--- config.mk ---
export PLATFORM = sky130hd
export DESIGN_NAME = pong_game_ctrl
export DESIGN_NICKNAME = d
export VERILOG_FILES = /design/src/rtl/pong_pkg.sv /design/src/rtl/pong_paddle.sv /design/src/rtl/pong_game_ctrl.sv
export SDC_FILE = /design/constraint.sdc
export NUM_CORES = 1
export LEC_CHECK = 0
export BUFFER_PORTS_ARGS = -buffer_cell sky130_fd_sc_hd__buf_2
export CORE_MARGIN = 2
export CORE_UTILIZATION = 37
export DETAILED_ROUTE_END_ITERATION = 12
export GPL_ROUTABILITY_DRIVEN = 0
export PLACE_DENSITY_LB_ADDON = 0.2
export SLEW_MARGIN = 20
export SYNTH_ARGS = -nofsm -noshare
export SYNTH_HDL_FRONTEND = slang
export SYNTH_SLANG_ARGS = --single-unit
--- constraint.sdc ---
create_clock -name dclk -period 4.9 [get_ports dclk]
set_input_delay 0.245 -clock dclk [delete_from_list [all_inputs] [get_ports dclk]]
set_output_delay 0.245 -clock dclk [all_outputs]
set_load 0.03 [all_outputs]
--- src/rtl/pong_pkg.sv ---
// Shared state encoding and playfield geometry for the pong controller.
// All coordinates are raw display-counter values held as 11-bit signed.
package pong_pkg;

  typedef enum logic [2:0] {
    ST_IDLE     = 3'd0,
    ST_SERVE    = 3'd1,
    ST_PLAY     = 3'd2,
    ST_POINT    = 3'd3,
    ST_GAMEOVER = 3'd4
  } state_t;

  typedef logic signed [10:0] coord_t;

  localparam coord_t SCR_X0 = 11'sd144;
  localparam coord_t SCR_X1 = 11'sd783;
  localparam coord_t SCR_Y0 = 11'sd31;
  localparam coord_t SCR_Y1 = 11'sd510;

  localparam logic [9:0] CTR_X = 10'd464;
  localparam logic [8:0] CTR_Y = 9'd271;

  localparam coord_t PAD1_X0  = 11'sd160;
  localparam coord_t PAD1_X1  = 11'sd168;
  localparam coord_t PAD2_X0  = 11'sd776;
  localparam coord_t PAD2_X1  = 11'sd784;
  localparam coord_t PAD_HALF = 11'sd32;
  localparam coord_t HIT_WIN  = 11'sd40;
  localparam coord_t BALL_R   = 11'sd8;

  // Limits the ball centre and paddle centre may reach, derived from the geometry.
  localparam coord_t WALL_TOP = SCR_Y0 + BALL_R;
  localparam coord_t WALL_BOT = SCR_Y1 - BALL_R;
  localparam coord_t HIT_L    = PAD1_X1 + BALL_R;
  localparam coord_t HIT_R    = PAD2_X0 - BALL_R;
  localparam coord_t MISS_L   = SCR_X0 + BALL_R;
  localparam coord_t MISS_R   = SCR_X1 - BALL_R;
  localparam coord_t PAD_MIN  = SCR_Y0 + PAD_HALF;
  localparam coord_t PAD_MAX  = SCR_Y1 - PAD_HALF;

  function automatic coord_t absdiff(input coord_t a, input coord_t b);
    coord_t d;
    d = a - b;
    return (d < 0) ? -d : d;
  endfunction

endpackage

--- src/rtl/pong_paddle.sv ---
// One paddle: moves PAD_SPEED per enabled frame on a lone up or down
// request, with its centre clamped to the playfield limits.
module pong_paddle
  import pong_pkg::*;
#(
  parameter int PAD_SPEED = 4
) (
  input  logic       dclk,
  input  logic       clr,
  input  logic       en,
  input  logic       up,
  input  logic       dn,
  output logic [8:0] pos
);

  coord_t cur;
  coord_t nxt;

  always_comb begin
    cur = coord_t'({2'b00, pos});
    nxt = cur;
    if (up && !dn) begin
      nxt = cur - coord_t'(PAD_SPEED);
      if (nxt < PAD_MIN) nxt = PAD_MIN;
    end else if (dn && !up) begin
      nxt = cur + coord_t'(PAD_SPEED);
      if (nxt > PAD_MAX) nxt = PAD_MAX;
    end
  end

  always_ff @(posedge dclk or posedge clr) begin
    if (clr) pos <= CTR_Y;
    else if (en) pos <= nxt[8:0];
  end

endmodule

--- src/rtl/pong_game_ctrl.sv ---
// Pong game controller: frame-synchronous ball, paddle, score and game FSM.
// Define PONG_AI_EN to have paddle2 track the ball instead of p2_up/p2_dn.
module pong_game_ctrl
  import pong_pkg::*;
#(
  parameter int BALL_SPEED   = 2,
  parameter int PAD_SPEED    = 4,
  parameter int SERVE_FRAMES = 60,
  parameter int WIN_SCORE    = 9
) (
  input  logic       dclk,
  input  logic       clr,
  input  logic       vsync,
  input  logic       p1_up,
  input  logic       p1_dn,
  input  logic       p2_up,
  input  logic       p2_dn,
  input  logic       serve,
  output logic [9:0] ballX,
  output logic [8:0] ballY,
  output logic [8:0] paddle1Y,
  output logic [8:0] paddle2Y,
  output logic [3:0] score1,
  output logic [3:0] score2,
  output logic       game_over,
  output logic [2:0] state
);

  state_t      st;
  logic        vs_s1, vs_s2, vs_d;
  logic        sv_s1, sv_s2, sv_d, serve_pend;
  logic        frame_tick, serve_rise, serve_go;
  logic        dx, dy;            // dx: 1 = right, dy: 1 = down
  logic [15:0] serve_cnt;
  logic        pad_en, p2u, p2d;
  coord_t      bx, by, p1c, p2c, nx, ny;
  logic        ndx, ndy, miss_l, miss_r;

  // A serve press may land anywhere in the frame; hold it until the next tick.
  always_ff @(posedge dclk or posedge clr) begin
    if (clr) begin
      {vs_s1, vs_s2, vs_d} <= '1;
      {sv_s1, sv_s2, sv_d} <= '0;
      serve_pend           <= 1'b0;
    end else begin
      vs_s1      <= vsync;
      vs_s2      <= vs_s1;
      vs_d       <= vs_s2;
      sv_s1      <= serve;
      sv_s2      <= sv_s1;
      sv_d       <= sv_s2;
      serve_pend <= frame_tick ? 1'b0 : (serve_pend | serve_rise);
    end
  end

  assign frame_tick = vs_d & ~vs_s2;
  assign serve_rise = sv_s2 & ~sv_d;
  assign serve_go   = serve_pend | serve_rise;
  assign pad_en     = frame_tick && (st != ST_GAMEOVER);
  assign state      = st;

  assign bx  = coord_t'({1'b0, ballX});
  assign by  = coord_t'({2'b00, ballY});
  assign p1c = coord_t'({2'b00, paddle1Y});
  assign p2c = coord_t'({2'b00, paddle2Y});

  always_comb begin
    nx     = dx ? bx + coord_t'(BALL_SPEED) : bx - coord_t'(BALL_SPEED);
    ny     = dy ? by + coord_t'(BALL_SPEED) : by - coord_t'(BALL_SPEED);
    ndx    = dx;
    ndy    = dy;
    miss_l = 1'b0;
    miss_r = 1'b0;
    if (ny <= WALL_TOP) begin
      ny  = WALL_TOP;
      ndy = 1'b1;
    end else if (ny >= WALL_BOT) begin
      ny  = WALL_BOT;
      ndy = 1'b0;
    end
    // Paddle hits are tested first so a returned ball never scores.
    if (!dx && bx > HIT_L && nx <= HIT_L && absdiff(by, p1c) <= HIT_WIN) begin
      nx  = HIT_L;
      ndx = 1'b1;
    end else if (dx && bx < HIT_R && nx >= HIT_R && absdiff(by, p2c) <= HIT_WIN) begin
      nx  = HIT_R;
      ndx = 1'b0;
    end else begin
      miss_l = (nx <= MISS_L);
      miss_r = (nx >= MISS_R);
    end
  end

`ifdef PONG_AI_EN
  always_comb begin
    p2u = (p2c - by) > coord_t'(PAD_SPEED);
    p2d = (by - p2c) > coord_t'(PAD_SPEED);
  end
`else
  assign p2u = p2_up;
  assign p2d = p2_dn;
`endif

  pong_paddle #(.PAD_SPEED(PAD_SPEED)) u_pad1 (
    .dclk(dclk), .clr(clr), .en(pad_en), .up(p1_up), .dn(p1_dn), .pos(paddle1Y)
  );

  pong_paddle #(.PAD_SPEED(PAD_SPEED)) u_pad2 (
    .dclk(dclk), .clr(clr), .en(pad_en), .up(p2u), .dn(p2d), .pos(paddle2Y)
  );

  always_ff @(posedge dclk or posedge clr) begin
    if (clr) begin
      st        <= ST_IDLE;
      ballX     <= CTR_X;
      ballY     <= CTR_Y;
      score1    <= '0;
      score2    <= '0;
      game_over <= 1'b0;
      dx        <= 1'b1;
      dy        <= 1'b1;
      serve_cnt <= '0;
    end else if (frame_tick) begin
      unique case (st)
        ST_IDLE: begin
          if (serve_go) begin
            st        <= ST_SERVE;
            dy        <= ~dy;
            serve_cnt <= '0;
          end
        end
        ST_SERVE: begin
          if (serve_cnt == 16'(SERVE_FRAMES - 1)) begin
            st        <= ST_PLAY;
            serve_cnt <= '0;
          end else begin
            serve_cnt <= serve_cnt + 16'd1;
          end
        end
        ST_PLAY: begin
          dy <= ndy;
          // dx after a miss points at the player who just lost the point.
          if (miss_l || miss_r) begin
            st    <= ST_POINT;
            ballX <= CTR_X;
            ballY <= CTR_Y;
            if (miss_l) begin
              score2 <= (score2 == 4'hf) ? score2 : score2 + 4'd1;
              dx     <= 1'b0;
            end else begin
              score1 <= (score1 == 4'hf) ? score1 : score1 + 4'd1;
              dx     <= 1'b1;
            end
          end else begin
            ballX <= nx[9:0];
            ballY <= ny[8:0];
            dx    <= ndx;
          end
        end
        ST_POINT: begin
          if (score1 == 4'(WIN_SCORE) || score2 == 4'(WIN_SCORE)) begin
            st        <= ST_GAMEOVER;
            game_over <= 1'b1;
          end else begin
            st        <= ST_SERVE;
            dy        <= ~dy;
            serve_cnt <= '0;
          end
        end
        ST_GAMEOVER: begin
          if (serve_go) begin
            st        <= ST_SERVE;
            game_over <= 1'b0;
            score1    <= '0;
            score2    <= '0;
            dy        <= ~dy;
            serve_cnt <= '0;
          end
        end
        default: st <= ST_IDLE;
      endcase
    end
  end

endmodule

# Yosys cells after proc, flatten, opt, wreduce, memory -nomap -nowiden
# Cells that the tools add are included.
[word_totals] input_bits=8 rom_bits=0 output_inout_bits=49 ramBits=0 mem_count=0 latchBits=0 wordCells=166 reg_bits=74
[op_classes] n_mux=53 n_mul=0 n_lt_le_gt_ge=16 n_bitwise=6 shift=0 addsub=15 reduce_logical=37 eq_ne=21 div=0
[ops] operator="$mux 9" count=11
[ops] operator="$mux 16" count=3
[ops] operator="$pmux 16 s3" count=1
[ops] operator="$mux 11" count=4
[ops] operator="$le 11x7->1 const B" count=3
[ops] operator="$mux 10" count=3
[ops] operator="$mux 4" count=7
[ops] operator="$ge 11x11->1 const B" count=2
[ops] operator="$le 11x9->1 const B" count=2
[ops] operator="$neg 10->11" count=2
[ops] operator="$add 9x3->10 const B" count=2
[ops] operator="$gt 10x9->1 const B" count=2
[ops] operator="$lt 10x1->1 const B" count=2
[ops] operator="$lt 10x7->1 const B" count=2
[ops] operator="$sub 9x3->10 const B" count=2
[ops] operator="$sub 9x9->10" count=2
[ops] operator="$ne 2x2->1 const B" count=9
[ops] operator="$add 16x1->16 const B" count=1
[ops] operator="$eq 16x6->1 const B" count=1
[ops] operator="$eq 4x4->1 const B" count=4
[ops] operator="$pmux 4 s2" count=2
[ops] operator="$mux 1" count=15
[ops] operator="$mux 3" count=4
[ops] operator="$pmux 3 s4" count=1
[ops] operator="30 further kinds" count=61

# Depth between registers and ports, before layout
[depth] depth_word=10 ltp_mapped=14

# Cells and area by module
# A second synthesis with hierarchy kept.
[unflattened] hier_cells=805 area_unflattened_um2=6776.5
[modules_own_cells] mod="pong_game_ctrl" area_each_um2=4929.7 cells_each=593 seq_area_each_um2=1393.8 instances=1
[modules_own_cells] mod="pong_paddle" area_each_um2=923.4 cells_each=106 seq_area_each_um2=231.5 instances=2

# Worst setup path before layout
# No wires, ideal clock.
[synth_path] path_kind="register to register" from="reg dx" to="reg score1[0]" path_stages_with_launch=14 slack_ps=1080 period_less_slack_ps=3820 n_path_buf=0 setup_time_ps=125 required_ps=4775 arrival_time_ps=3695 path_cell_list="dfstp_2 -> inv_1 -> ha_1 -> a21o_1 -> a311oi_1 -> nor3_1 -> nor3_1 -> inv_1 -> ha_1 -> and3_1 -> a211o_1 -> and4_1 -> o21ai_1 -> mux2_2"
[synth_via] elab_chain_cells=9
[synth_rtl] item="start, declared" line_no="pong_game_ctrl.sv:33" rtl="logic dx, dy;"
[synth_rtl] item="start signal, assigned" line_no="pong_game_ctrl.sv:157" rtl="dx <= ndx;"
[synth_rtl] item="$mux 11" line_no="pong_game_ctrl.sv:68" rtl="nx = dx ? bx + coord_t'(BALL_SPEED) : bx - coord_t'(BALL_SPEED);"
[synth_rtl] item="$ge 11x11->1" line_no="pong_game_ctrl.sv:85" rtl="end else if (dx && bx < HIT_R && nx >= HIT_R && absdiff(by, p2c) <= HIT_WIN) begin"
[synth_rtl] item="$logic_and 1x1->1 (2 in a row)" line_no="pong_game_ctrl.sv:85"
[synth_rtl] item="$mux 1" line_no="pong_game_ctrl.sv:85"
[synth_rtl] item="$mux 1" line_no="pong_game_ctrl.sv:82" rtl="if (!dx && bx > HIT_L && nx <= HIT_L && absdiff(by, p1c) <= HIT_WIN) begin"
[synth_rtl] item="$logic_or 1x1->1" line_no="pong_game_ctrl.sv:143" rtl="if (miss_l || miss_r) begin"
[synth_rtl] item="$ne 2x2->1 (no source line)"
[synth_rtl] item="$reduce_and 6->1 (no source line) (*)"
[synth_rtl] item="end signal, assigned" line_no="pong_game_ctrl.sv:151" rtl="score1 <= (score1 == 4'hf) ? score1 : score1 + 4'd1;"
[synth_rtl] item="end, declared" line_no="pong_game_ctrl.sv:23" rtl="output logic [3:0] score1,"
# Mark *: on every way between the ends. The rest lies on a longest branch, timed or not.
# A chain may end at the register's enable or synchronous reset.

# Final worst setup path
# Ends and elaborated chain as after synthesis.

==> metrics.cfg <==
[floorplanning]
fp.dieW_um=137.0
start_util_pct=37.82
dieHeight_um=137.0
fp.coreArea_um2=17300
die_area_um2=18760
rows=48
ios=57

[synth]
synthCells=811
synthMuxAreaShare_pct=1.875
synth_simple_gate_area_share_pct=23.99
syn_avg_cell_area_um2=8.066
synth.distinct_cells=78
synth_nets=867
yosys_warnings=0
synth-compound-area-share_pct=26.47
synth-seq-area-share_pct=28.39
synth-xor-area-share_pct=5.088
ys_ff_latch=73
synth-async-reset-ratio_pct=100.0
synth-edff-count=0
synth_area_um2=6541
synth_fa_ha_area_share_pct=9.679
synth_top_family_by_area=compound AO/OA/AOI/OAI gates
ys.flop_type=dfrtp_1

[critical_path]
crit_path_cell_trace=inv_1 > ha_1 > o21ai_0 > nor3_1 > mux2i_1 > o211ai_1 > inv_1 > ha_1 > and3_1 > a211o_1 > and4_1 > o21ai_1 > mux2_2
worst-endpoint-required_ns=5.14
crit_fanout=12
cp.buffers_inverters=2
critical_path_class=flop to flop
critPathCaptureType=flop
cp-start-kind=flop
max_stage_delay_ns=0.58
arrival_ns=4.47
crit_path_top_delay_cell=ha_1
crit_family=compound AO/OA/AOI/OAI gates

[cells_and_area]
num_antenna_cells=0
final_common_cell=nor2_1
stdcell_count=1083
final_nets=909
syn_to_final_growth_pct=12.62
drive_above_1_share_pct=13.87
final_area_um2=7367
layout_common_cells=nor2_1 (84), o21ai_0 (61), nand2_1 (60)

[power]
power_density_nw_per_um2=405.5
ir_worst_vdd_mv=0.1794
p_comb_share_pct=43.7
clkPwrFrac_pct=25.4
p_switching_mw=1.311
seqPwrFrac_pct=30.9
total_leakage_power_nw=3.318
p_sw_share_pct=43.88
p_int_mw=1.676
p_total_mw=2.987

[status]
run_status=finished, final reports clean

[clock_tree]
cts.repair.resized=0
clock_latency_ns=0.35
cts_buffers=9
clock_sinks=73
cts_max_path_buffers=2
root_buffer=clkbuf_16
cts_tree=yes
path_clk_slew_ns=0.07
htree_levels=3

[sta]
fin_crit_sh_pct=86.35
fmaxAchievable_mhz=236.3
finalHoldViolCount=0
worst_pin_slew_ns=0.9906
rsz0062_at_grt=no
setup_tns_ns=0
setup_viol=0
skew_ns=0.009767
min_period_ns=4.231
slew_violations=0
relSlewSlack_pct=33.96

[global_route]
track_usage_pct=19.11
grt_max_degree=74
grt_pass1_vias=5749
antenna_found_initial=0
grt-ovfl-total=0
grt_pass1_wl_um=28840

[place]
portBuffers=55
dp_hpwl_um=12860
dp_cells=1065
placed_area_um2=7010

[job]
cap_violations=0

[routing]
wl_per_cell_um=16.24
routed_via_density=5.813
firstDrtPassIters=7
drc_errors=0
drtIter0Drc=462
wirelength_um=17590
ant_nets=0
vias=6296

[hold_path]
hold_path.class=primary input to asynchronous set/reset pin

[flip-flops by register name, summed over array words and instances (netlist names)]
signal      cells
u_pad2.pos      9
vs_s1           1
sv_s2           1
ballY           9
sv_s1           1
dx              1
serve_cnt      16
vs_d            1
score1          4
game_over       1
sv_d            1
ballX           9
score2          4
state           3
u_pad1.pos      9
vs_s2           1
dy              1
serve_pend      1
[metrics by stage]
step           worst slack [ns]  hold slack (ns)  util, %
5_1_grt                  0.2733           0.2882    42.59
4_1_cts                  0.6763           0.2397    42.59
6_report                 0.6687           0.1812    42.59
3_3_place_gp             0.7128           0.3409    40.53
2_1_floorplan             1.080           0.2495        -
3_5_place_dp             0.6931           0.3402    40.53
[cell usage after synthesis, drive strengths merged (5+ instances only)]
| library cell | instances | area share [%] |
|---|---|---|
| and4 | 5 | 0.67 |
| o22ai | 7 | 0.67 |
| a21o | 13 | 1.5 |
| o21ai | 63 | 4.8 |
| nor2b | 8 | 0.88 |
| dfrtp | 49 | 19 |
| a211oi | 10 | 1.2 |
| nor4b | 5 | 0.67 |
| ha | 45 | 8.6 |
| nand3b | 5 | 0.57 |
| a21oi | 48 | 3.7 |
| nand3 | 31 | 2.4 |
| xnor2 | 19 | 2.5 |
| nor3 | 24 | 1.8 |
| dfstp | 24 | 9.6 |
| a41oi | 6 | 0.80 |
| or3 | 9 | 0.86 |
| nand4 | 10 | 1.1 |
| o21a | 5 | 0.57 |
| nand2b | 19 | 1.8 |
| a31oi | 15 | 1.4 |
| clkbuf | 24 | 1.4 |
| o221ai | 5 | 0.67 |
| nor4 | 8 | 0.77 |
| xor2 | 19 | 2.5 |
| and3 | 14 | 1.3 |
| mux2i | 10 | 1.5 |
| nor2 | 84 | 4.8 |
| inv | 44 | 2.5 |
| buf | 7 | 0.55 |
| o31ai | 9 | 1.0 |
| or2 | 6 | 0.57 |
| nand2 | 60 | 3.4 |
| o211ai | 18 | 2.3 |
| a22o | 8 | 1.1 |
[area by class of cell]
cell class                 count  area, um2
fill                        1758       9930
multi-input combinational    663       4393
sequential                    73       1857
timing repair buffer          62      332.8
tap                          225      281.5
clock buffer                  10      239.0
inverter                      44      166.4
clock inverter                 6      97.59
[worst paths after layout]
| check | cells after the start | startpoint | slack [ns] | endpoint |
|---|---|---|---|---|
| setup reg to reg | 13 | dx | 0.67 | score1[0] |
| max in group asynchronous | 3 | clr | 4.05 | ballX[3] |
| setup / recovery | 13 | dx | 0.67 | score1[0] |
| min in group dclk | 0 | vs_s1 | 0.35 | vs_s2 |
| hold reg to reg | 0 | vs_s1 | 0.35 | vs_s2 |
| hold / removal | 3 | clr | 0.18 | u_pad2.pos[7] |
[power by group through the flow]
stage,logic [mW],registers [mW],clock network (mW)
final,1.31,0.924,0.758
after global routing,1.46,0.950,0.801
after CTS,1.31,0.921,0.776
after detailed placement,1.30,0.929,0
after global placement,1.30,0.929,0
after floorplan,0.959,0.948,0
[per-layer routing]
layer	vias up	routed length, um	part of all wire (%)	GRT usage (%)
met4	0	254	1.4	5.556
met3	18	665	3.8	3.037
li1	3119	-	-	-
met5	-	0	0	0
met2	109	8214	47	30.40
met1	3050	8452	48	26.73
[worst min-delay path: stages]
cell	delay, ns
buf_2	0.10
clkinv_2	0.03
buf_4	0.70
[cells by family (layout without fill, tap and decap cells)]
family,after synthesis,in the layout
simple gates,307,307
compound gates,256,256
buf+inv,75,122
flops,73,73
fa+ha+maj,49,49
xor+xnor,38,38
mux,12,12
other cells,1,1
[repair_timing]
item / 4_1_cts / 5_1_grt
setup buffers: 0 / 0
endpoints found under the hold margin: 2 / 0
endpoints found under the setup margin: 0 / 0
hold buffers: 2 / 0
No activity file was read; power rests on OpenSTA's default activity.
